File: src/rtl/wb_queue_if.sv
// Bundle of the wb_queue producer handshake, register-file write port,
// forwarding lookups and occupancy status.
interface wb_queue_if #(
  parameter int DEPTH  = 4,
  parameter int DATA_W = 32,
  parameter int ADDR_W = 5
);
  localparam int CNT_W = $clog2(DEPTH) + 1;

  logic              in_valid;
  logic              in_ready;
  logic [ADDR_W-1:0] in_reg;
  logic [DATA_W-1:0] in_data;
  logic              port_busy;
  logic [ADDR_W-1:0] writeReg;
  logic [DATA_W-1:0] writeData;
  logic              write;
  logic [ADDR_W-1:0] readReg1;
  logic [ADDR_W-1:0] readReg2;
  logic              fwd_hit1;
  logic              fwd_hit2;
  logic [DATA_W-1:0] fwd_data1;
  logic [DATA_W-1:0] fwd_data2;
  logic [CNT_W-1:0]  count;
  logic              empty;

  modport master (
    output in_valid, in_reg, in_data, port_busy, readReg1, readReg2,
    input  in_ready, writeReg, writeData, write,
    input  fwd_hit1, fwd_hit2, fwd_data1, fwd_data2, count, empty
  );

  modport slave (
    input  in_valid, in_reg, in_data, port_busy, readReg1, readReg2,
    output in_ready, writeReg, writeData, write,
    output fwd_hit1, fwd_hit2, fwd_data1, fwd_data2, count, empty
  );
endinterface

File: src/rtl/wb_queue.sv
// In-order write-back queue feeding the register file write port, with
// combinational read-side forwarding of every pending write.
module wb_queue #(
  parameter int DEPTH  = 4,
  parameter int DATA_W = 32,
  parameter int ADDR_W = 5
) (
  input  logic     clk,
  input  logic     reset,
  wb_queue_if.slave bus
);
  localparam int PTR_W = $clog2(DEPTH);
  localparam int CNT_W = PTR_W + 1;

  logic [ADDR_W-1:0] reg_mem  [DEPTH];
  logic [DATA_W-1:0] data_mem [DEPTH];

  logic [PTR_W-1:0]  head_reg;
  logic [PTR_W-1:0]  tail_reg;
  logic [CNT_W-1:0]  count_reg;
  logic              write_reg;
  logic [ADDR_W-1:0] wreg_reg;
  logic [DATA_W-1:0] wdata_reg;

  logic push_fire;
  logic store;
  logic pop;

  assign bus.in_ready = !reset && (count_reg < CNT_W'(DEPTH));
  assign push_fire    = bus.in_valid && bus.in_ready;
  // Register 0 is hard-wired: the handshake completes but nothing is queued.
  assign store        = push_fire && (bus.in_reg != '0);
  assign pop          = (count_reg != '0) && !bus.port_busy;

  always_ff @(posedge clk) begin
    if (store) begin
      reg_mem[tail_reg]  <= bus.in_reg;
      data_mem[tail_reg] <= bus.in_data;
    end
  end

  always_ff @(posedge clk) begin
    if (reset) begin
      head_reg  <= '0;
      tail_reg  <= '0;
      count_reg <= '0;
      write_reg <= 1'b0;
      wreg_reg  <= '0;
      wdata_reg <= '0;
    end else begin
      write_reg <= pop;
      if (store) begin
        tail_reg <= tail_reg + PTR_W'(1);
      end
      if (pop) begin
        head_reg  <= head_reg + PTR_W'(1);
        wreg_reg  <= reg_mem[head_reg];
        wdata_reg <= data_mem[head_reg];
      end
      case ({store, pop})
        2'b10:   count_reg <= count_reg + CNT_W'(1);
        2'b01:   count_reg <= count_reg - CNT_W'(1);
        default: count_reg <= count_reg;
      endcase
    end
  end

  assign bus.writeReg  = wreg_reg;
  assign bus.writeData = wdata_reg;
  assign bus.write     = write_reg;
  assign bus.count     = count_reg;
  assign bus.empty     = (count_reg == '0) && !write_reg;

  // Slot gi is the gi-th oldest live entry counting from head.
  logic [PTR_W-1:0] slot_idx  [DEPTH];
  logic             slot_live [DEPTH];

  for (genvar gi = 0; gi < DEPTH; gi++) begin : g_slot
    assign slot_idx[gi]  = head_reg + PTR_W'(gi);
    assign slot_live[gi] = CNT_W'(gi) < count_reg;
  end

  logic [ADDR_W-1:0] rd_addr  [2];
  logic              fwd_hit  [2];
  logic [DATA_W-1:0] fwd_data [2];

  assign rd_addr[0] = bus.readReg1;
  assign rd_addr[1] = bus.readReg2;

  for (genvar gp = 0; gp < 2; gp++) begin : g_fwd
    // Scan oldest to youngest so the last match wins.
    always_comb begin
      fwd_hit[gp]  = 1'b0;
      fwd_data[gp] = '0;
      if (write_reg && (wreg_reg == rd_addr[gp])) begin
        fwd_hit[gp]  = 1'b1;
        fwd_data[gp] = wdata_reg;
      end
      for (int i = 0; i < DEPTH; i++) begin
        if (slot_live[i] && (reg_mem[slot_idx[i]] == rd_addr[gp])) begin
          fwd_hit[gp]  = 1'b1;
          fwd_data[gp] = data_mem[slot_idx[i]];
        end
      end
      if (rd_addr[gp] == '0) begin
        fwd_hit[gp]  = 1'b0;
        fwd_data[gp] = '0;
      end
    end
  end

  assign bus.fwd_hit1  = fwd_hit[0];
  assign bus.fwd_hit2  = fwd_hit[1];
  assign bus.fwd_data1 = fwd_data[0];
  assign bus.fwd_data2 = fwd_data[1];
endmodule

File: src/flat_wrapper.sv
// flat-port wrapper written by rule: the top's interface ports become plain ports
module wb_queue_flat 
#(
  parameter int DEPTH  = 4,
  parameter int DATA_W = 32,
  parameter int ADDR_W = 5
)
  (clk, reset, bus_in_valid, bus_in_reg, bus_in_data, bus_port_busy, bus_readReg1, bus_readReg2, bus_in_ready, bus_writeReg, bus_writeData, bus_write, bus_fwd_hit1, bus_fwd_hit2, bus_fwd_data1, bus_fwd_data2, bus_count, bus_empty);
  wb_queue_if #(.DEPTH(DEPTH), .DATA_W(DATA_W), .ADDR_W(ADDR_W)) bus_i ();
  input  logic clk;
  input  logic reset;
  input wire logic [$bits(bus_i.in_valid)-1:0] bus_in_valid;
  input wire logic [$bits(bus_i.in_reg)-1:0] bus_in_reg;
  input wire logic [$bits(bus_i.in_data)-1:0] bus_in_data;
  input wire logic [$bits(bus_i.port_busy)-1:0] bus_port_busy;
  input wire logic [$bits(bus_i.readReg1)-1:0] bus_readReg1;
  input wire logic [$bits(bus_i.readReg2)-1:0] bus_readReg2;
  output wire logic [$bits(bus_i.in_ready)-1:0] bus_in_ready;
  output wire logic [$bits(bus_i.writeReg)-1:0] bus_writeReg;
  output wire logic [$bits(bus_i.writeData)-1:0] bus_writeData;
  output wire logic [$bits(bus_i.write)-1:0] bus_write;
  output wire logic [$bits(bus_i.fwd_hit1)-1:0] bus_fwd_hit1;
  output wire logic [$bits(bus_i.fwd_hit2)-1:0] bus_fwd_hit2;
  output wire logic [$bits(bus_i.fwd_data1)-1:0] bus_fwd_data1;
  output wire logic [$bits(bus_i.fwd_data2)-1:0] bus_fwd_data2;
  output wire logic [$bits(bus_i.count)-1:0] bus_count;
  output wire logic [$bits(bus_i.empty)-1:0] bus_empty;
  assign bus_i.in_valid = bus_in_valid;
  assign bus_i.in_reg = bus_in_reg;
  assign bus_i.in_data = bus_in_data;
  assign bus_i.port_busy = bus_port_busy;
  assign bus_i.readReg1 = bus_readReg1;
  assign bus_i.readReg2 = bus_readReg2;
  assign bus_in_ready = bus_i.in_ready;
  assign bus_writeReg = bus_i.writeReg;
  assign bus_writeData = bus_i.writeData;
  assign bus_write = bus_i.write;
  assign bus_fwd_hit1 = bus_i.fwd_hit1;
  assign bus_fwd_hit2 = bus_i.fwd_hit2;
  assign bus_fwd_data1 = bus_i.fwd_data1;
  assign bus_fwd_data2 = bus_i.fwd_data2;
  assign bus_count = bus_i.count;
  assign bus_empty = bus_i.empty;
  wb_queue #(.DEPTH(DEPTH), .DATA_W(DATA_W), .ADDR_W(ADDR_W)) u_core (.clk(clk), .reset(reset), .bus(bus_i));
endmodule
File: config.mk
export PLATFORM = sky130hd
export DESIGN_NAME = wb_queue_flat
export DESIGN_NICKNAME = d
export VERILOG_FILES = /design/src/rtl/wb_queue_if.sv /design/src/rtl/wb_queue.sv /design/src/flat_wrapper.sv
export SDC_FILE = /design/constraint.sdc
export NUM_CORES = 1
export LEC_CHECK = 0
export BUFFER_PORTS_ARGS = -buffer_cell sky130_fd_sc_hd__buf_2
export CORE_MARGIN = 10
export CORE_UTILIZATION = 30
export CTS_BUF_LIST = sky130_fd_sc_hd__clkbuf_4
export DETAILED_ROUTE_END_ITERATION = 12
export PLACE_DENSITY = 0.46
export SLEW_MARGIN = 20
export SYNTH_ARGS = -nofsm -noshare
export SYNTH_HDL_FRONTEND = slang
export SYNTH_SLANG_ARGS = --single-unit
File: constraint.sdc
create_clock -name clk -period 7.6 [get_ports clk]
set_input_delay 1.52 -clock clk [delete_from_list [all_inputs] [get_ports clk]]
set_output_delay 1.52 -clock clk [all_outputs]
set_load 0.02 [all_outputs]
## Word-level counts from Yosys, hierarchy flattened

Memory sizes are Yosys's and may differ from the RTL's. A register that Yosys moved wholly into a read port is not among the register bits.
Cells that the tools add are included.

| cells by class | value |
|---|---|
| add/subtract/negate cells | 6 |
| multipliers | 0 |
| div/mod/pow operators | 0 |
| order comparisons | 5 |
| equal/unequal tests | 12 |
| shifts and indexed selects | 0 |
| muxes and demuxes | 31 |
| bitwise gates (word level) | 0 |
| reductions and logical operators | 24 |

Operators with widths:

| cell | number |
|---|---|
| 32-bit two-way mux | 12 |
| 5-bit == test | 10 |
| 1-bit logical AND | 15 |
| 1-bit two-way mux | 14 |
| 5-bit logical NOT | 2 |
| 2-bit two-way mux | 4 |
| 1-bit by 3-bit < comparator with 1-bit output, first input constant | 2 |
| 2-bit by 3-bit < comparator with 1-bit output, first input constant | 2 |
| 3-bit case mux with 2 select lines | 1 |
| 5-bit nonzero test | 1 |
| 2-bit by 1-bit adder with 2-bit output, second input constant | 2 |
| 2-bit adder, second input constant | 2 |
| 3-bit by 1-bit adder with 3-bit output, second input constant | 1 |
| 1-bit logical NOT | 3 |
| 3-bit logical NOT | 1 |
| 3-bit < comparator, second input constant | 1 |
| 3-bit nonzero test | 1 |
| 3-bit by 1-bit subtractor with 3-bit output, second input constant | 1 |
| 2-bit by 1-bit == test with 1-bit output, second input constant | 1 |
| 2-bit == test, second input constant | 1 |
| 2-bit nonzero test | 1 |

| word-level totals | value |
|---|---|
| flip-flop bits (word level) | 45 |
| latch bits | 0 |
| RAM bits | 148 |
| bits in read-only memories | 0 |
| bits of input ports | 51 |
| output and inout bits | 109 |
| logic and storage cells | 86 |
| memories kept | 2 |

Memories:

| memory | words | width | rd ports | clocked after memory_dff | wr ports | line | text |
|---|---|---|---|---|---|---|---|
| u_core.data_mem | 4 | 32 | 4 | 1 | 1 | wb_queue.sv:16 | `logic [DATA_W-1:0] data_mem [DEPTH];` |
| u_core.reg_mem | 4 | 5 | 4 | 1 | 1 | wb_queue.sv:15 | `logic [ADDR_W-1:0] reg_mem [DEPTH];` |

## Logic depth before layout (Yosys ltp)

| logic depth | value |
|---|---|
| depth after elaboration | 8 |
| mapped depth | 12 |

## Worst setup path before layout

No wires, ideal clock.

| timing path | value |
|---|---|
| path type | input to output |
| from | in bus_readReg2[2] |
| to | out bus_fwd_data2[22] |
| data arrival time | 3.787 ns |
| setup slack | 2.293 ns |
| stages on the path | 9 |
| buffers on the path | 3 |
| path through | clkbuf_1 > xnor2_1 > nor3_1 > o2111ai_2 > or2_2 > nor2b_1 > clkbuf_1 > buf_2 > a221oi_1 |

| between the ends | value |
|---|---|
| cells in the longest elaborated chain, start to end | 8 |
| elaborated cells between the ends (all ways) | 17 |
| those cells by class | eq/ne: 5; mux: 6; reduce/logical: 6 |

RTL lines:

| what | line | text |
|---|---|---|
| start, declared | flat_wrapper.sv:17 | `input wire logic [$bits(bus_i.readReg2)-1:0] bus_readReg2;` |
| 5-bit == test | wb_queue.sv:95 | `if (write_reg && (wreg_reg == rd_addr[gp])) begin` |
| 1-bit logical AND | wb_queue.sv:95 |  |
| 32-bit two-way mux | wb_queue.sv:95 |  |
| 32-bit two-way mux (4 in series) | wb_queue.sv:100 | `if (slot_live[i] && (reg_mem[slot_idx[i]] == rd_addr[gp])) begin` |
| 32-bit two-way mux * | wb_queue.sv:105 | `if (rd_addr[gp] == '0) begin` |
| end, declared | flat_wrapper.sv:25 | `output wire logic [$bits(bus_i.fwd_data2)-1:0] bus_fwd_data2;` |

Mark *: on every way between the ends. The rest lies on a longest branch, timed or not.

==> flow_summary.json <==
{
  "ys_types": 43,
  "rsz0062_at_grt": "false",
  "pwr_density_cell_nw_per_um2": 256.2,
  "final_common_cell": "buf_2",
  "cts_sinks": 195,
  "worstSetupPathType": "flip-flop to primary output",
  "clock_path_buffers": 2,
  "seq_area_um2": 5395,
  "postLayoutCellArea_um2": 14630,
  "ys_ff_latch": 195,
  "synth_top_area_share_pct": 34.09,
  "cp_max_fo": 26,
  "initial_core_util_pct": 30.34,
  "leakagePower_nw": 4.881,
  "multi_input_area_um2": 7117,
  "fp.dieH_um": 228.5,
  "synth.top_cells.by_area": "edfxtp_1 34%, mux4_2 18%, dfxtp_1 7.2%",
  "worstMarginPinSlew_ns": 1.128,
  "finalSetupViolations": 0,
  "dr_total_vias": 10590,
  "clkPwrFrac_pct": 16.0,
  "yosysTopAreaCell": "edfxtp_1",
  "fill_cells": 4403,
  "dr.pass1.iters": 5,
  "gp_congestion": 0.8704,
  "drv_slew": 0,
  "core_region_area_um2": 42980,
  "pre_cts_ws_ns": 1.710,
  "grt_max_degree": 70,
  "clock_skew_ns": 0.03394,
  "synth-seq-area-share_pct": 41.30,
  "relSlewSlack_pct": 24.77,
  "postRouteAntennaNets": 0,
  "min_period_ns": 6.466,
  "ctsResizeCount": 0,
  "drc": 0,
  "fin_cells": 1864,
  "clk_pin_slew_ns": 0.17,
  "drv_cap": 0,
  "grt_usage_pct": 17.88,
  "fmax_mhz": 154.7,
  "layout_common_cells": "159 x buf_2, 148 x edfxtp_1, 130 x a21oi_1",
  "post_drt_wl_per_cell_um": 25.57,
  "syn-instance-count": 1169,
  "overflow": 0,
  "fin_nets": 1323,
  "clkLatencyLatePin_ns": 0.67,
  "routed_wl_um": 47670,
  "hp-start": "u_core.bus.writeData[31]$_SDFFE_PP0P_",
  "htree_levels": 4,
  "grt_first_pass_wirelength_um": 70950,
  "grt_pass1_vias": 10310,
  "p_seq_share_pct": 38.7,
  "clockRootBuffer": "clkbuf_4",
  "p_switching_mw": 1.613,
  "num_io_pins": 160,
  "switching_share_pct": 43.06,
  "r2r-start": "u_core.bus.count[2]$_SDFFE_PP0P_",
  "worst_slack_ns": 1.134,
  "cp.arrival_ns": 4.95,
  "hold_viol": 0,
  "place_area_um2": 14330,
  "crit_path_end_kind": "primary output",
  "yosys_warnings": 0,
  "regMostFlops": "u_core.data_mem",
  "antenna_found_initial": 5,
  "largest_reg_flops": 128,
  "rows": 76,
  "syn_avg_cell_area_um2": 11.15,
  "postCtsHoldBufs": 0,
  "drive_gt1_share_pct": 29.23,
  "dieArea_um2": 52200,
  "fin_crit_sh_pct": 85.07,
  "p_int_mw": 2.134,
  "vdd.ir_drop.worst_mv": 0.1358,
  "postCtsSetupRepairBufs": 0,
  "worstPathRequired_ns": 6.08,
  "portBuffers": 159,
  "status": "finished clean",
  "vias_per_cell": 5.683,
  "comb_power_share_pct": 45.4,
  "dp_hpwl_um": 32130,
  "die_w_um": 228.5,
  "crit_path_start_kind": "flip-flop",
  "final.setup.tns_ns": 0,
  "cts_tree": "built",
  "syn_to_final_growth_pct": 12.18,
  "synth_nets": 1229,
  "hp-class": "flip-flop to flip-flop",
  "cts_made_buffers": 17,
  "drtIter0Drc": 1059,
  "synth_area_um2": 13040,
  "dp_cells": 1829
}
[per-layer routing]
| layer | global-route usage, % | part of all wire [%] | wire (um) | vias to the layer above |
|---|---|---|---|---|
| met3 | 3.289 | 5.9 | 2818 | 53 |
| met4 | 5.728 | 2.0 | 947 | 2 |
| met5 | 0 | 0.025 | 12 | - |
| li1 | - | - | - | 4771 |
| met1 | 23.33 | 44 | 20910 | 5331 |
| met2 | 29.43 | 48 | 22980 | 436 |
[final cells by class]
type | instances | area share (%)
sequential | 195 | 36.89
inverter | 9 | 0.2310
tap | 585 | 5.004
clock inverter | 14 | 1.027
multi-input combinational | 848 | 48.66
timing repair buffer | 192 | 7.220
clock buffer | 18 | 0.9239
antenna | 3 | 0.05133
[power by group through the flow]
stage               logic, mW  registers (mW)  clock network, mW
floorplan                1.25            1.40                  0
global placement         1.70            1.48                  0
detailed placement       1.70            1.48                  0
CTS                      1.71            1.45              0.618
global route             1.84            1.47              0.652
finish                   1.70            1.45              0.598
[per-stage QoR]
step	hold slack, ns	util [%]	power, mW
final	0.5185	34.03	3.747
after global routing	0.5349	34.02	3.961
after CTS	0.5117	34.00	3.775
after detailed placement	0.4900	33.33	3.175
after global placement	0.4788	33.33	3.171
after floorplan	0.5136	-	2.652
[worst max-delay path, cell delays in order (launching register included)]
cell	delay, ns
dfxtp_2	1.01
mux4_2	0.67
xnor2_1	0.23
nand4_1	0.21
nor3_4	0.71
buf_4	0.41
a21oi_1	0.11
a211oi_1	0.62
buf_2	0.29
[synthesized netlist by cell type (all sizes together)]
master and number:
a211oi 29, a21oi 130, a221o 34, a221oi 33, a22oi 15, a311oi 17
a31oi 1, and2 10, and3 17, buf 56, clkbuf 61, dfxtp 47
edfxtp 148, ha 9, inv 9, mux2 16, mux2i 45, mux4 103
nand2 112, nand2b 4, nand3 35, nand4 3, nor2 86, nor2b 16
nor3 16, nor4 6, o2111ai 1, o211ai 1, o21ai 13, o221ai 15
o31ai 4, or2 15, or3 4, or4 1, xnor2 34, xor2 23
[path summary, 6_finish.rpt]
check | slack (ns) | cells after the start | end
worst min-delay path | 0.52 | 2 | u_core.bus.writeData[31]$_SDFFE_PP0P_
worst max-delay path | 1.13 | 8 | bus_fwd_data2[30]
worst min register to register | 0.52 | 2 | u_core.bus.writeData[31]$_SDFFE_PP0P_
worst max register to register | 4.61 | 5 | u_core.data_mem[2][9]$_DFFE_PP_
[cell families after synthesis]
kind of cell               synth area share [%]
and+or+nand+nor                           11.52
AOI/OAI and AO/OA                         15.45
DFF                                       41.30
muxes                                     22.63
buffers and inverters                     4.414
xor gates and xnor gates                  3.829
adders and majority gates                0.8637
No activity file was read; power rests on OpenSTA's default activity.
